## src/rtl/dmem_arbiter.sv

```systemverilog
// rtl/dmem_arbiter.sv - two-port data memory arbiter, port 0 fixed priority
// Port 1 gets a starvation boost and a bounded lock for atomic sequences.
module dmem_arbiter #(
  parameter int MAX_WAIT = 4,
  parameter int LOCK_MAX = 8
) (
  input  logic        CLK,
  input  logic        RST_N,
  input  logic        M0_REQ,
  input  logic [29:0] M0_ADDR,
  input  logic [31:0] M0_WDATA,
  input  logic [3:0]  M0_WSTB,
  output logic        M0_GNT,
  output logic [31:0] M0_RDATA,
  output logic        M0_RVALID,
  input  logic        M1_REQ,
  input  logic [29:0] M1_ADDR,
  input  logic [31:0] M1_WDATA,
  input  logic [3:0]  M1_WSTB,
  output logic        M1_GNT,
  output logic [31:0] M1_RDATA,
  output logic        M1_RVALID,
  input  logic        M1_LOCK,
  output logic [29:0] MEM_ADDR,
  output logic [31:0] MEM_DATAI,
  output logic        MEM_CE,
  output logic [3:0]  MEM_WSTB,
  input  logic [31:0] MEM_DATAO,
  output logic        STARVED
);

  localparam logic [3:0] WAIT_LIM  = 4'(MAX_WAIT);
  localparam logic [7:0] LOCK_LAST = 8'(LOCK_MAX - 1);

  typedef enum logic {IDLE, LOCKED} state_t;

  state_t      state, state_next;
  logic [3:0]  wait_cnt;
  logic [7:0]  lock_cnt;
  logic        relock_block;
  logic        gnt0_raw, gnt1_raw;
  logic        gnt0, gnt1;
  logic        force_release;
  logic        lock_ok;

  assign STARVED       = (wait_cnt >= WAIT_LIM);
  assign force_release = (state == LOCKED) && (lock_cnt == LOCK_LAST);
  // After a forced release port 1 may only re-lock once port 0 has had its chance.
  assign lock_ok       = !relock_block || !M0_REQ;

  always_ff @(posedge CLK or negedge RST_N) begin
    if (!RST_N) begin
      state <= IDLE;
    end else begin
      state <= state_next;
    end
  end

  always_comb begin
    state_next = state;
    case (state)
      IDLE: begin
        if (gnt1 && M1_LOCK && lock_ok) begin
          state_next = LOCKED;
        end
      end
      LOCKED: begin
        if (!M1_LOCK || force_release) begin
          state_next = IDLE;
        end
      end
      default: state_next = IDLE;
    endcase
  end

  always_comb begin
    gnt0_raw = 1'b0;
    gnt1_raw = 1'b0;
    case (state)
      LOCKED: begin
        gnt1_raw = M1_REQ;
      end
      default: begin
        if (STARVED) begin
          gnt1_raw = M1_REQ;
          gnt0_raw = M0_REQ && !M1_REQ;
        end else begin
          gnt0_raw = M0_REQ;
          gnt1_raw = M1_REQ && !M0_REQ;
        end
      end
    endcase
  end

  // Grants are held low combinationally while reset is asserted.
  assign gnt0      = gnt0_raw && RST_N;
  assign gnt1      = gnt1_raw && RST_N;
  assign M0_GNT    = gnt0;
  assign M1_GNT    = gnt1;
  assign MEM_CE    = gnt0 || gnt1;
  assign MEM_ADDR  = gnt1 ? M1_ADDR  : M0_ADDR;
  assign MEM_DATAI = gnt1 ? M1_WDATA : M0_WDATA;
  assign MEM_WSTB  = gnt1 ? M1_WSTB  : (gnt0 ? M0_WSTB : 4'b0000);

  always_ff @(posedge CLK or negedge RST_N) begin
    if (!RST_N) begin
      wait_cnt <= 4'd0;
    end else if (!M1_REQ || gnt1 || force_release) begin
      wait_cnt <= 4'd0;
    end else if (wait_cnt != 4'hF) begin
      wait_cnt <= wait_cnt + 4'd1;
    end
  end

  always_ff @(posedge CLK or negedge RST_N) begin
    if (!RST_N) begin
      lock_cnt <= 8'd0;
    end else if (state == IDLE) begin
      lock_cnt <= 8'd0;
    end else begin
      lock_cnt <= lock_cnt + 8'd1;
    end
  end

  always_ff @(posedge CLK or negedge RST_N) begin
    if (!RST_N) begin
      relock_block <= 1'b0;
    end else if (force_release) begin
      relock_block <= 1'b1;
    end else if (state == IDLE && (!gnt1 || !M0_REQ)) begin
      relock_block <= 1'b0;
    end
  end

  always_ff @(posedge CLK or negedge RST_N) begin
    if (!RST_N) begin
      M0_RVALID <= 1'b0;
      M1_RVALID <= 1'b0;
      M0_RDATA  <= 32'd0;
      M1_RDATA  <= 32'd0;
    end else begin
      M0_RVALID <= gnt0;
      M1_RVALID <= gnt1;
      if (gnt0 && M0_WSTB == 4'b0000) begin
        M0_RDATA <= MEM_DATAO;
      end
      if (gnt1 && M1_WSTB == 4'b0000) begin
        M1_RDATA <= MEM_DATAO;
      end
    end
  end

endmodule

```

## config.mk

```make
export PLATFORM = sky130hd
export DESIGN_NAME = dmem_arbiter
export DESIGN_NICKNAME = d
export VERILOG_FILES = /design/src/rtl/dmem_arbiter.sv
export SDC_FILE = /design/constraint.sdc
export NUM_CORES = 1
export LEC_CHECK = 0
export ABC_AREA = 0
export CAP_MARGIN = 20
export CORE_MARGIN = 8
export CORE_UTILIZATION = 37
export DETAILED_ROUTE_END_ITERATION = 7
export PLACE_DENSITY = 0.89
export SETUP_SLACK_MARGIN = 0.2
export SLEW_MARGIN = 20
export SYNTH_ARGS = -nofsm -noshare
export SYNTH_HDL_FRONTEND = slang
export SYNTH_SLANG_ARGS = --single-unit
```

## constraint.sdc

```tcl
create_clock -name CLK -period 5.95 [get_ports CLK]
set_clock_uncertainty 0.05 [all_clocks]
set_input_delay 1.19 -clock CLK [delete_from_list [all_inputs] [get_ports CLK]]
set_output_delay 1.19 -clock CLK [all_outputs]
set_load 0.03 [all_outputs]
```

==> flow_summary.toml <==
[run_status]
status = "finished, final reports clean"

[clock_network]
htreeDepth = 3
clockRootBuffer = "clkbuf_8"
clkSinkCount = 80
clk-insertion-delay-late_ns = 0.34
cts_buffers = 9
clockBufferDepth = 2
cts_resized = 0
post_cts_buffers = 0
cts_tree = "done"
cts.clk_slew.worst_paths_ns = 0.08
cts-hold-fix-buffers = 0

[grt]
grt_pass1_vias = 3947
grt_start_max_net_pins = 69
grt_pass1_wl_um = 24400
overflow = 0
antenna_found_initial = 0
grt_util_all_layers_pct = 21.6

[timing]
slew_viol_final = 0
fmax_ghz = 0.211
fin_setup_tns_ns = 0
period_share_pct = 79.8
finalCriticalPeriod_ns = 4.75
finalSetupViolations = 0
hold_viol_final = 0
slew_headroom_pct = 48.9
layout_setup_ws_ns = 1.20
rsz0062_at_grt = "no"
tightest_slew_ns = 0.767
whs_ns = 0.439

[critical_path]
crit_path_end_kind = "output port"
cp-endpoint = "MEM_DATAI[0]"
reg2reg_to = "M1_RDATA[8]"
worstReg2RegStart = "wait_cnt[3]"
cp_max_fo = 68
startpoint = "M1_REQ"
r2r_cells = 4
cp-start-kind = "primary input"
crit_arrival_ns = 3.51
crit_required_ns = 4.71
r2r_setup_slack_ns = 4.00
worstSetupPathType = "primary input to output port"

[routing]
vias = 3584
drt_iter0_markers = 90
via_per_inst = 4.89
remaining_drc_errors = 0
drt-total-wl_um = 16400
ant_nets = 0
wl_per_cell_um = 22.4
dr.pass1.iters = 4

[hold_path]
hold_path_class = "flop to flop"

[die]
die_h_um = 121
io_pins = 305
dieArea_um2 = 14600
start_util_pct = 37.7
core-area_um2 = 10800
fp.dieW_um = 121
rows = 38

[power]
total_power_uw = 1850
switchingPower_uw = 613
pwr-share-comb_pct = 41.0
power_density_nw_per_um2 = 249
peakVddDrop_mv = 0.192
p_leak_uw = 0.00313
seq_power_share_pct = 36.0
switching_share_pct = 33.1
clockPowerShare_pct = 23.0
p_int_uw = 1240

[placed_design]
dp_hpwl_um = 13500
port_buffers = 304
post-place-ws_ns = 1.20
place_congestion = 0.959

[synthesis]
synth.most_common_cell = "mux2_2"
ys_ff_latch = 80
synth_top_area_share_pct = 49.3
synth_nets = 455
synth_seq_area_share_pct = 49.3
synthCells = 284
synth_edf_count = 0
synth_xor_xnor_area_share_pct = 0.862
syn_avg_cell_area_um2 = 14.3
synth_top_cell_by_area = "dfrtp_1"
yosys_most_used_dff = "dfrtp_1"
ys_types = 40
synth_fa_ha_area_share_pct = 0.616
syn-cell-area_um2 = 4060
ys_warn_count = 0
yosys-top-cells-area = "dfrtp_1 (49%), mux2_2 (26%), mux2_4 (9.2%), buf_6 (1.9%), mux2_1 (1.9%)"
synth_async_sr_flop_share_pct = 100
synthMuxAreaShare_pct = 37.5
yosys.area_share.simple_pct = 5.42
synth_compound_area_share_pct = 3.33
synth_common_cells = "mux2_2 (94), dfrtp_1 (80), mux2_4 (25), buf_6 (7), mux2_1 (7)"
synth_top_family_by_area = "multiplexers"

[final_layout]
diodes = 0
syn2layout_area_growth_pct = 82.7
final_layout_size_suffix_gt1_share_pct = 24.3
fin_nets = 760
fin_util_pct = 68.8

[job]
cap_violations = 0
==> placed cells by master, fill, tap and decap left out, types with 2 or more instances in the layout <==
cell type	count
nand4_1	2
nand2_1	3
mux2_4	25
dfrtp_1	80
or3_1	3
nand3_1	5
clkdlybuf4s50_1	303
or2_2	2
bufinv_16	2
xnor2_1	2
mux2_1	7
o21ai_0	5
buf_4	4
ha_1	2
mux2_2	94
a22o_1	4
inv_1	3
a21oi_1	4
nor2_1	5
clkbuf_8	9
xor2_1	2
nor3_1	3
==> cell families after synthesis <==
logic type / Yosys count
adders and majority gates: 2
DFF: 80
and+or+nand+nor: 34
buffers and inverters: 17
muxes: 127
xor gates and xnor gates: 4
AOI/OAI and AO/OA: 20
==> worst min path at each step <==
stage,cells past startpoint,end,start
final,1,M1_RDATA[16],M1_RDATA[16]
after floorplan,1,lock_cnt[0],lock_cnt[0]
after global placement,1,lock_cnt[0],lock_cnt[0]
after detailed placement,1,M1_RDATA[9],M1_RDATA[9]
after CTS,1,lock_cnt[0],lock_cnt[0]
after global routing,1,M1_RDATA[9],M1_RDATA[9]
==> sequential cells by signal, indices dropped and copies added, names as in the netlist <==
register	count
M0_RDATA	32
lock_cnt	8
M1_RVALID	1
relock_block	1
M1_RDATA	32
M0_RVALID	1
wait_cnt	4
state	1
==> through the flow <==
stage | instance area (µm²) | std cells
global route | 7420 | 733
finish | 7420 | 733
detailed placement | 7210 | 718
CTS | 7420 | 733
floorplan | 4060 | 284
global placement | 7210 | 718
==> layout make-up <==
class | instances | area [µm²]
clock buffer | 10 | 128
fill | 810 | 3370
multi-input combinational | 187 | 1940
inverter | 3 | 11.3
sequential | 80 | 2000
tap | 140 | 175
clock inverter | 5 | 81.3
timing repair buffer | 308 | 3080
==> layer usage <==
metal | track usage [%] | share of wire [%]
met1 | 22.8 | 36
met2 | 39.8 | 54
met3 | 8.39 | 8.7
met4 | 4.14 | 1.2
met5 | 0 | 0
==> power groups by stage <==
stage	clock [µW]	combinational [µW]	sequential (µW)
detailed placement	0	765	677
finish	426	759	666
global placement	0	754	669
CTS	437	769	666
global route	457	790	676
floorplan	0	215	827
==> critical path, stage by stage <==
cell and delay, ns:
clkdlybuf4s50_1 0.54, nand2_1 0.19, nor2_4 0.18, buf_12 0.36, mux2_2 0.40, clkdlybuf4s50_1 0.61
(Power assumes the default switching activity.)
==> RTL edit: new RTL, same flow settings <==
The parameter `LOCK_MAX` goes from 8 to 6.
--- a/src/rtl/dmem_arbiter.sv
+++ b/src/rtl/dmem_arbiter.sv
@@ -4,3 +4,3 @@
   parameter int MAX_WAIT = 4,
-  parameter int LOCK_MAX = 8
+  parameter int LOCK_MAX = 6
 ) (
Function: changed (a bounded check fails within 10 cycles, from zero or initial values and one cycle with RST_N low).
==> RTL edit against the original RTL <==
Worst setup slack worse by 390 ps; total power is 0.79% lower; die area is 0.93% lower; critical path depth stayed put; sequential cell count stayed put; area after synthesis is 1.1% lower; wire length is 1.6% higher; final area is 0.40% lower; synthesized cell count is 0.70% higher; via count is 0.98% higher; sequential power hardly changed; critical endpoint is now MEM_ADDR[21].
==> RTL edit: results (changes against the original RTL) <==
Most numerous cell types in the synthesized netlist: 110 x mux2_2, 80 x dfrtp_1, 14 x mux2_4 (was 94 x mux2_2, 80 x dfrtp_1, 25 x mux2_4). The leakage power of the design is 3.117 nW (was 3.135 nW). The share of final-layout standard cells stronger than drive strength 1 is 0.2534 (was 0.2428), and the synthesized instance count is 286 (was 284). The cell count after placement was 720 (was 718); the number of design-rule violations left by the first detailed-router iteration was 193 (was 90).

The run gives 36 (was 40) as the count of different cell masters after synthesis. For the sequential area share after synthesis, the log shows 0.4980 (was 0.4926). The setup slack of the most critical reg-to-reg path was 4030 ps (was 4000 ps). Clock-pin slew was measured on the worst setup and hold paths at 90 ps.

For the area of the die, the log shows 0.01446 mm^2 (was 0.01459 mm^2). The headroom to the max-slew limit came out at 0.5179 (was 0.4887). The run gives 458 (was 455) as the net count of the mapped netlist. The run gives 3900 ps (was 3510 ps) as the worst endpoint data arrival time. The area fraction of the dominant cell type after synthesis was 0.4980 (was 0.4926). The run finished with clean final reports. The detailed-route wire length was 16,640 um (was 16,390 um).

The critical register-to-register path endpoint was M1_RDATA[23]$_DFFE_PN0P_ (was M1_RDATA[8]$_DFFE_PN0P_). The global placer's final weighted congestion was 0.9435 (was 0.9587); the maximum fanout encountered on the critical timing path was 47 (was 68). The run gives 821.9 ps (was 1196 ps) as the pre-CTS setup slack. The capture endpoint of the worst hold path was M1_RDATA[5]$_DFFE_PN0P_ (was M1_RDATA[16]$_DFFE_PN0P_). The via count of the first global-routing pass is 3,805 (was 3,947), and the global routing usage summed across all routing layers is 0.2170 (was 0.2156). The tools report the placed wire-length estimate as 13,600 um (was 13,460 um). Largest cells by area after synthesis: dfrtp_1 50%, mux2_2 31%, mux2_4 5.2% (was dfrtp_1 49%, mux2_2 26%, mux2_4 9.2%). For the detailed-router iteration count before antenna repair, the log shows 4 (unchanged). The via total after detailed routing was 3,619 (was 3,584). The average detailed-routed wire length per instance was 22.61 um (was 22.35 um). Startpoint of the tightest hold check path: M1_RDATA[5]$_DFFE_PN0P_ (was M1_RDATA[16]$_DFFE_PN0P_).

The logs give 285.9 uV (was 191.5 uV) for the peak ir drop on the vdd network and 23,960 um (was 24,370 um) for the global-route wire length before repair. The total number of nets in the final design was 763 (was 760).
[RTL edit: where the power goes]
part / switching, mW / internal [mW] / total (mW)
combinational: 0.374 / 0.374 / 0.748
sequential: 0.0431 / 0.621 / 0.664
clock: 0.204 / 0.220 / 0.425
total: 0.621 / 1.22 / 1.84
[RTL edit: worst max-delay path by stage]
stage                       from  slack (ps)            to
final                     M1_REQ         810  MEM_ADDR[21]
after global routing      M1_REQ         730  MEM_ADDR[21]
after CTS                 M1_REQ         820  MEM_ADDR[21]
after detailed placement  M1_REQ         820  MEM_ADDR[21]
after global placement    M1_REQ         850  MEM_ADDR[21]
after floorplan           M0_REQ        2390        MEM_CE
[RTL edit: cell families (layout without fill, tap and decap cells)]
logic type / Yosys count / after routing / synth area share
DFF: 80 / 80 / 0.4980
buffers and inverters: 17 / 327 / 0.02925
adders and majority gates: 3 / 3 / 0.009338
xor gates and xnor gates: 4 / 4 / 0.008716
AOI/OAI and AO/OA: 17 / 17 / 0.02988
and+or+nand+nor: 38 / 38 / 0.05633
muxes: 127 / 127 / 0.3685
[RTL edit: worst max-delay path: stages]
cell,delay (ps)
clkdlybuf4s50_1,530
nand2_1,190
nor2_4,610
buf_12,340
mux2_2,390
clkdlybuf4s50_1,610
[RTL edit: cell type report]
type	instances	area (um^2)
fillers	791	3304
inverters	3	11.26
clock inverters	5	61.31
flip-flops and latches	80	2002
repair buffers	308	3087
clock buffers	11	151.4
well taps	140	175.2
multi-input cells	189	1906
[RTL edit: per-layer routing]
layer / vias to the layer above / GRT usage / share of wire
li1: 1657 / - / -
met1: 1780 / 0.2395 / 0.38
met2: 166 / 0.3905 / 0.52
met3: 16 / 0.07879 / 0.081
met4: 0 / 0.04918 / 0.019
met5: - / 0 / 0
